[src/rtl/wb_gpio.sv]
// wb_gpio: Wishbone classic slave GPIO controller.
//
// Single-cycle registered ack, GPIO_WIDTH output / output-enable pins,
// two-flop input synchronizer and a sticky edge-triggered interrupt.
//
// Ports:
//   clk, rst         clock; synchronous active-low reset
//   wbs_*            Wishbone slave (cyc, stb, we, addr, wdata, sel, rdata, ack)
//   gpio_in_i        asynchronous pin inputs
//   gpio_out_o       pin output values (OUT register)
//   gpio_oe_o        pin output enables, 1 = drive (DIR register)
//   irq_o            level interrupt, |(IRQ_STAT & IRQ_EN), registered
//
// Register map (word index = addr[7:2]):
//   0 OUT, 1 DIR, 2 IN (RO), 3 IRQ_EN, 4 IRQ_TYPE (1 = rise, 0 = fall),
//   5 IRQ_STAT (W1C), 6 OUT_SET (WO), 7 OUT_CLR (WO); others read 0.

module wb_gpio #(
    parameter int unsigned WB_AD_WIDTH  = 32,
    parameter int unsigned WB_DAT_WIDTH = 32,
    parameter int unsigned GPIO_WIDTH   = 16
) (
    input  logic                      clk,
    input  logic                      rst,
    input  logic                      wbs_cyc_i,
    input  logic                      wbs_stb_i,
    input  logic                      wbs_we_i,
    input  logic [WB_AD_WIDTH-1:0]    wbs_addr_i,
    input  logic [WB_DAT_WIDTH-1:0]   wbs_wdata_i,
    input  logic [WB_DAT_WIDTH/8-1:0] wbs_sel_i,
    output logic [WB_DAT_WIDTH-1:0]   wbs_rdata_o,
    output logic                      wbs_ack_o,
    input  logic [GPIO_WIDTH-1:0]     gpio_in_i,
    output logic [GPIO_WIDTH-1:0]     gpio_out_o,
    output logic [GPIO_WIDTH-1:0]     gpio_oe_o,
    output logic                      irq_o
);

    localparam logic [5:0] AddrOut     = 6'd0;
    localparam logic [5:0] AddrDir     = 6'd1;
    localparam logic [5:0] AddrIn      = 6'd2;
    localparam logic [5:0] AddrIrqEn   = 6'd3;
    localparam logic [5:0] AddrIrqType = 6'd4;
    localparam logic [5:0] AddrIrqStat = 6'd5;
    localparam logic [5:0] AddrOutSet  = 6'd6;
    localparam logic [5:0] AddrOutClr  = 6'd7;

    typedef enum logic [0:0] {StIdle, StAck} state_e;

    state_e state_q, state_d;

    logic xfer_en, wr_en, rd_en;

    logic [GPIO_WIDTH-1:0] out_q, out_d;
    logic [GPIO_WIDTH-1:0] dir_q, dir_d;
    logic [GPIO_WIDTH-1:0] en_q, en_d;
    logic [GPIO_WIDTH-1:0] type_q, type_d;
    logic [GPIO_WIDTH-1:0] stat_q, stat_d;
    logic [GPIO_WIDTH-1:0] s1_q, s2_q, prev_q;
    logic [WB_DAT_WIDTH-1:0] rdata_q, rdata_d;
    logic irq_q, irq_d;

    logic [WB_DAT_WIDTH-1:0] byte_mask, wdata_m;
    logic [GPIO_WIDTH-1:0]   lane_mask, wr_bits, edge_hit;
    logic [5:0]              reg_idx;
    logic                    unused_bits;

    // ---------------------------------------------------------------------
    // Bus FSM: state register / next state / outputs
    // ---------------------------------------------------------------------
    always_ff @(posedge clk) begin
        if (!rst) begin
            state_q <= StIdle;
        end else begin
            state_q <= state_d;
        end
    end

    always_comb begin
        state_d = state_q;
        unique case (state_q)
            StIdle:  if (wbs_cyc_i && wbs_stb_i) state_d = StAck;
            StAck:   state_d = StIdle;  // stb ignored here, so back-to-back gets a gap
            default: state_d = StIdle;
        endcase
    end

    always_comb begin
        xfer_en   = (state_q == StIdle) && wbs_cyc_i && wbs_stb_i;
        wr_en     = xfer_en && wbs_we_i;
        rd_en     = xfer_en && !wbs_we_i;
        wbs_ack_o = (state_q == StAck);
    end

    // ---------------------------------------------------------------------
    // Write data conditioning
    // ---------------------------------------------------------------------
    always_comb begin
        byte_mask = '0;
        for (int i = 0; i < WB_DAT_WIDTH / 8; i++) begin
            byte_mask[i*8 +: 8] = {8{wbs_sel_i[i]}};
        end
    end

    // Masked-off lanes look like zero data, which is exactly what the
    // set/clear/W1C registers need.
    assign wdata_m   = wbs_wdata_i & byte_mask;
    assign wr_bits   = wdata_m[GPIO_WIDTH-1:0];
    assign lane_mask = byte_mask[GPIO_WIDTH-1:0];
    assign reg_idx   = wbs_addr_i[7:2];

    // Upper address/data bits are decoded by the interconnect or have no pins.
    assign unused_bits = ^{wdata_m, byte_mask, wbs_addr_i};

    // ---------------------------------------------------------------------
    // Edge detection on the synchronized inputs
    // ---------------------------------------------------------------------
    assign edge_hit = (type_q & s2_q & ~prev_q) | (~type_q & ~s2_q & prev_q);

    // ---------------------------------------------------------------------
    // Register next state
    // ---------------------------------------------------------------------
    always_comb begin
        out_d  = out_q;
        dir_d  = dir_q;
        en_d   = en_q;
        type_d = type_q;
        // New edges are OR-ed in after any W1C so a coincident set wins.
        stat_d = stat_q | edge_hit;
        if (wr_en) begin
            case (reg_idx)
                AddrOut:     out_d  = (out_q & ~lane_mask) | wr_bits;
                AddrDir:     dir_d  = (dir_q & ~lane_mask) | wr_bits;
                AddrIrqEn:   en_d   = (en_q & ~lane_mask) | wr_bits;
                AddrIrqType: type_d = (type_q & ~lane_mask) | wr_bits;
                AddrIrqStat: stat_d = (stat_q & ~wr_bits) | edge_hit;
                AddrOutSet:  out_d  = out_q | wr_bits;
                AddrOutClr:  out_d  = out_q & ~wr_bits;
                default:     ;
            endcase
        end
    end

    // Read data is only non-zero in the ack cycle.
    always_comb begin
        rdata_d = '0;
        if (rd_en) begin
            case (reg_idx)
                AddrOut:     rdata_d[GPIO_WIDTH-1:0] = out_q;
                AddrDir:     rdata_d[GPIO_WIDTH-1:0] = dir_q;
                AddrIn:      rdata_d[GPIO_WIDTH-1:0] = s2_q;
                AddrIrqEn:   rdata_d[GPIO_WIDTH-1:0] = en_q;
                AddrIrqType: rdata_d[GPIO_WIDTH-1:0] = type_q;
                AddrIrqStat: rdata_d[GPIO_WIDTH-1:0] = stat_q;
                default:     rdata_d = '0;
            endcase
        end
    end

    assign irq_d = |(stat_q & en_q);

    always_ff @(posedge clk) begin
        if (!rst) begin
            out_q   <= '0;
            dir_q   <= '0;
            en_q    <= '0;
            type_q  <= '0;
            stat_q  <= '0;
            s1_q    <= '0;
            s2_q    <= '0;
            prev_q  <= '0;
            rdata_q <= '0;
            irq_q   <= 1'b0;
        end else begin
            out_q   <= out_d;
            dir_q   <= dir_d;
            en_q    <= en_d;
            type_q  <= type_d;
            stat_q  <= stat_d;
            s1_q    <= gpio_in_i;
            s2_q    <= s1_q;
            prev_q  <= s2_q;
            rdata_q <= rdata_d;
            irq_q   <= irq_d;
        end
    end

    assign wbs_rdata_o = rdata_q;
    assign gpio_out_o  = out_q;
    assign gpio_oe_o   = dir_q;
    assign irq_o       = irq_q;

endmodule

[config.mk]
export PLATFORM = sky130hd
export DESIGN_NAME = wb_gpio
export DESIGN_NICKNAME = d
export VERILOG_FILES = /design/src/rtl/wb_gpio.sv
export SDC_FILE = /design/constraint.sdc
export NUM_CORES = 1
export LEC_CHECK = 0
export BUFFER_PORTS_ARGS = -buffer_cell sky130_fd_sc_hd__buf_4
export CAP_MARGIN = 5
export CORE_MARGIN = 3
export CORE_UTILIZATION = 53
export DETAILED_ROUTE_END_ITERATION = 10
export PLACE_DENSITY = 0.84
export SYNTH_ARGS = -nofsm -noshare
export SYNTH_HDL_FRONTEND = slang
export SYNTH_SLANG_ARGS = --single-unit
[constraint.sdc]
create_clock -name clk -period 3.8 [get_ports clk]
set_clock_uncertainty 0.2 [all_clocks]
set_input_delay 0.19 -clock clk [delete_from_list [all_inputs] [get_ports clk]]
set_output_delay 0.19 -clock clk [all_outputs]
set_load 0.02 [all_outputs]
==> impl_results.md <==
* Post-synthesis sequential area ratio at 0.4837
* Slew margin rel. at 0.4511
* Area occupied by multi-input gates at 2830 µm²
* DRT antenna net count at 0
* Total grt overflow at 0
* Num CTS Buffers at 17
* Seq cells post-synth at 146
* Largest net degree at the start of global routing at 71
* Clock sink count at 146
* Crit. Startpoint: wbs_we_i
* H-tree depth at 4
* Initial antenna violation count at 0
* MaxCap Viol Count at 0
* Ys Warns at 0
* Count of cell types in the netlist at 51
* Wirelength per Cell at 18.39 µm
* RSZ-0062 raised after global routing: no
* Post-CTS resize count at 0
* CTS tree: built
* Ports at 155
* Max VDD drop at 0.2916 mV
* Reg clk slew, reported paths at 0.06 ns
* Main flop type after synthesis: dfxtp_1
* Vias/cell at 5.906
* Mux cell area share after synthesis at 0.08138
* Type of origin of the critical path: input pin
* Worst-case reg-to-reg path depth at 3
* Routed WL at 16570 µm
* Layout Nets at 837
* HP Class: in2reg
* Largest family of logic cells by synthesized area: simple AND/OR/NAND/NOR gates
* Synth-to-layout area growth at 27.09%
* GRT Overall Usage at 0.2618
* Die ar. at 12720 µm²
* Largest buffer count on any clock path at 2
* Status: finished, final reports clean
* Post-route setup TNS at 0 ns
* DP HPWL at 10220 µm
* Synth Area in XOR/XNOR at 0.001450
* Core area at 10980 µm²
* Cell area after synthesis at 6042 µm²
* Clock Latency Late Sink at 0.42 ns
* Residual DRC count at 0
* Post-layout min period at 2.481 ns
* Final Setup Violations at 0
* Fmax at 403.1 MHz
* Root buffer cell: clkbuf_16
* Critical path type: in2reg
* Die H at 112.8 µm
* Crit. End Element: flop
* Number of port buffers at 94
* Initial Util at 0.5501
* Ys async rst share at 0
* Final core occ at 0.6991
* Compound-cell area share of the yosys netlist at 0.1597
* Leakage at 0.003071 µW
* FILL cells at 769
* Total power at 3571 µW
* Cells after Synth at 633
* Final Hold Vio Count at 0
* Final GP Congestion at 0.8381
* CP required at 3.90 ns
* Num rows at 38
* Slack of the worst reg-to-reg path at 1.36 ns
* Die Span X at 112.8 µm
* Post-synthesis adder-cell area fraction at 0
* Number of global-route vias before repair at 5163
* PD cells at 465.1 nW/µm²
* Worst r2r src: wbs_ack_o
* Number of synthesized flops with an enable pin at 0
* Post-Synth Simple-Gate Area at 0.2160
* Global-route wire length before repair at 26140 µm
* TritonRoute pass-1 iters at 5
* Dpl cells at 833
* Register Area at 2923 µm²
* Fin cells at 901
* Slew Viols, Final at 0
* Hold path start: rst
* Mean Syn Cell Area at 9.545 µm²
* Layout cells sized above 1 at 0.2260
* Slew @ Worst Pin at 0.8204 ns
* Inserted Diodes at 0
* Drt initial violations at 569
* Final period utilization at 0.6528
* Worst-path fanout max at 16
* Crit path DAT at 2.58 ns
* Total vias in the final route at 5321
[cells by family after synthesis]
family | count (synthesis)
mux | 32
simple gates | 242
xor+xnor | 1
other cells | 1
compound gates | 149
buf+inv | 62
flops | 146
[per-stage QoR]
| step | setup WS [ns] | area, µm² | hold slack (ns) |
|---|---|---|---|
| 3_3_place_gp | 1.433 | 6690 | 0.2001 |
| 4_1_cts | 1.396 | 7679 | 0.1164 |
| 3_5_place_dp | 1.389 | 6690 | 0.2023 |
| 6_report | 1.319 | 7679 | 0.1433 |
| 5_1_grt | 1.156 | 7679 | 0.1530 |
| 2_1_floorplan | 1.973 | 6098 | 0.1173 |
[critical path: stages]
cell           delay (ns)
dlygate4sd3_1        0.53
buf_4                0.11
and4b_1              0.54
nand4_1              0.71
a31o_2               0.49
[power breakdown]
part / internal, µW / leakage (µW) / switching [µW]
Clock: 1140 / 0.000312 / 632
Combinational: 96.8 / 0.00157 / 122
Sequential: 1560 / 0.00119 / 17.7
[cells in the final DEF, fill, tap and decap left out, drive strengths merged, types with 3 or more instances in the layout]
master / instances
a21boi: 8
mux2: 7
clkinv: 7
a221oi: 3
mux4: 13
nor2: 41
nor3b: 10
nand4: 4
a221o: 8
o22ai: 10
buf: 96
and2: 50
conb: 16
a22o: 3
o2bb2ai: 3
a21oi: 19
dfxtp: 146
dlygate4sd3: 36
a211o: 6
o211ai: 3
a22oi: 9
mux2i: 12
nand2: 64
o21ai: 63
inv: 10
and3b: 3
nor2b: 3
bufinv: 4
a31o: 3
o21a: 10
and3: 7
clkbuf: 21
nand3: 50
[layout make-up]
class | instances | area share
Sequential cell | 146 | 0.3806
Multi-Input combinational cell | 440 | 0.3686
Timing Repair Buffer | 132 | 0.1408
Clock buffer | 21 | 0.06127
Tap cell | 140 | 0.02281
Clock inverter | 11 | 0.02053
Inverter | 11 | 0.005377
[cell usage after synthesis, types with 6 or more instances]
| library cell | n | area, µm² |
|---|---|---|
| a21boi_0 | 8 | 60.06 |
| and3_2 | 6 | 45.04 |
| nor3b_1 | 10 | 75.07 |
| and2_1 | 50 | 312.8 |
| o21ai_0 | 63 | 315.3 |
| o21a_1 | 9 | 67.56 |
| nor2_1 | 40 | 150.1 |
| a22oi_1 | 9 | 67.56 |
| mux2_2 | 7 | 78.83 |
| clkbuf_1 | 13 | 48.80 |
| a221o_1 | 8 | 80.08 |
| nand2_1 | 63 | 236.5 |
| dfxtp_1 | 146 | 2923 |
| nand3_1 | 48 | 240.2 |
| mux2i_1 | 12 | 120.1 |
| inv_1 | 10 | 37.54 |
| a21oi_1 | 19 | 95.09 |
| buf_2 | 9 | 45.04 |
| buf_4 | 23 | 172.7 |
| mux4_2 | 13 | 292.8 |
| a211o_2 | 6 | 60.06 |
| o22ai_1 | 9 | 56.30 |
[worst min path at each step]
stage                       to  cells after the start  slack [ns]
2_1_floorplan          s1_q[0]                      1        0.12
3_3_place_gp           s1_q[4]                      2        0.20
3_5_place_dp          s1_q[10]                      2        0.20
4_1_cts         wbs_rdata_o[2]                      4        0.12
5_1_grt        wbs_rdata_o[13]                      4        0.15
6_report                  flop                      3        0.14
[repair_timing]
action / in CTS / in global routing
hold buffers: 36 / 0
hold endpoints to repair: 96 / 0
buffers inserted: 0 / 0
[layer usage]
metal	GRT usage	wire length, µm
met1	0.3253	6400
met2	0.4182	7903
met3	0.07166	1725
met4	0.1346	541
met5	0	0
(Power assumes the default switching activity.)
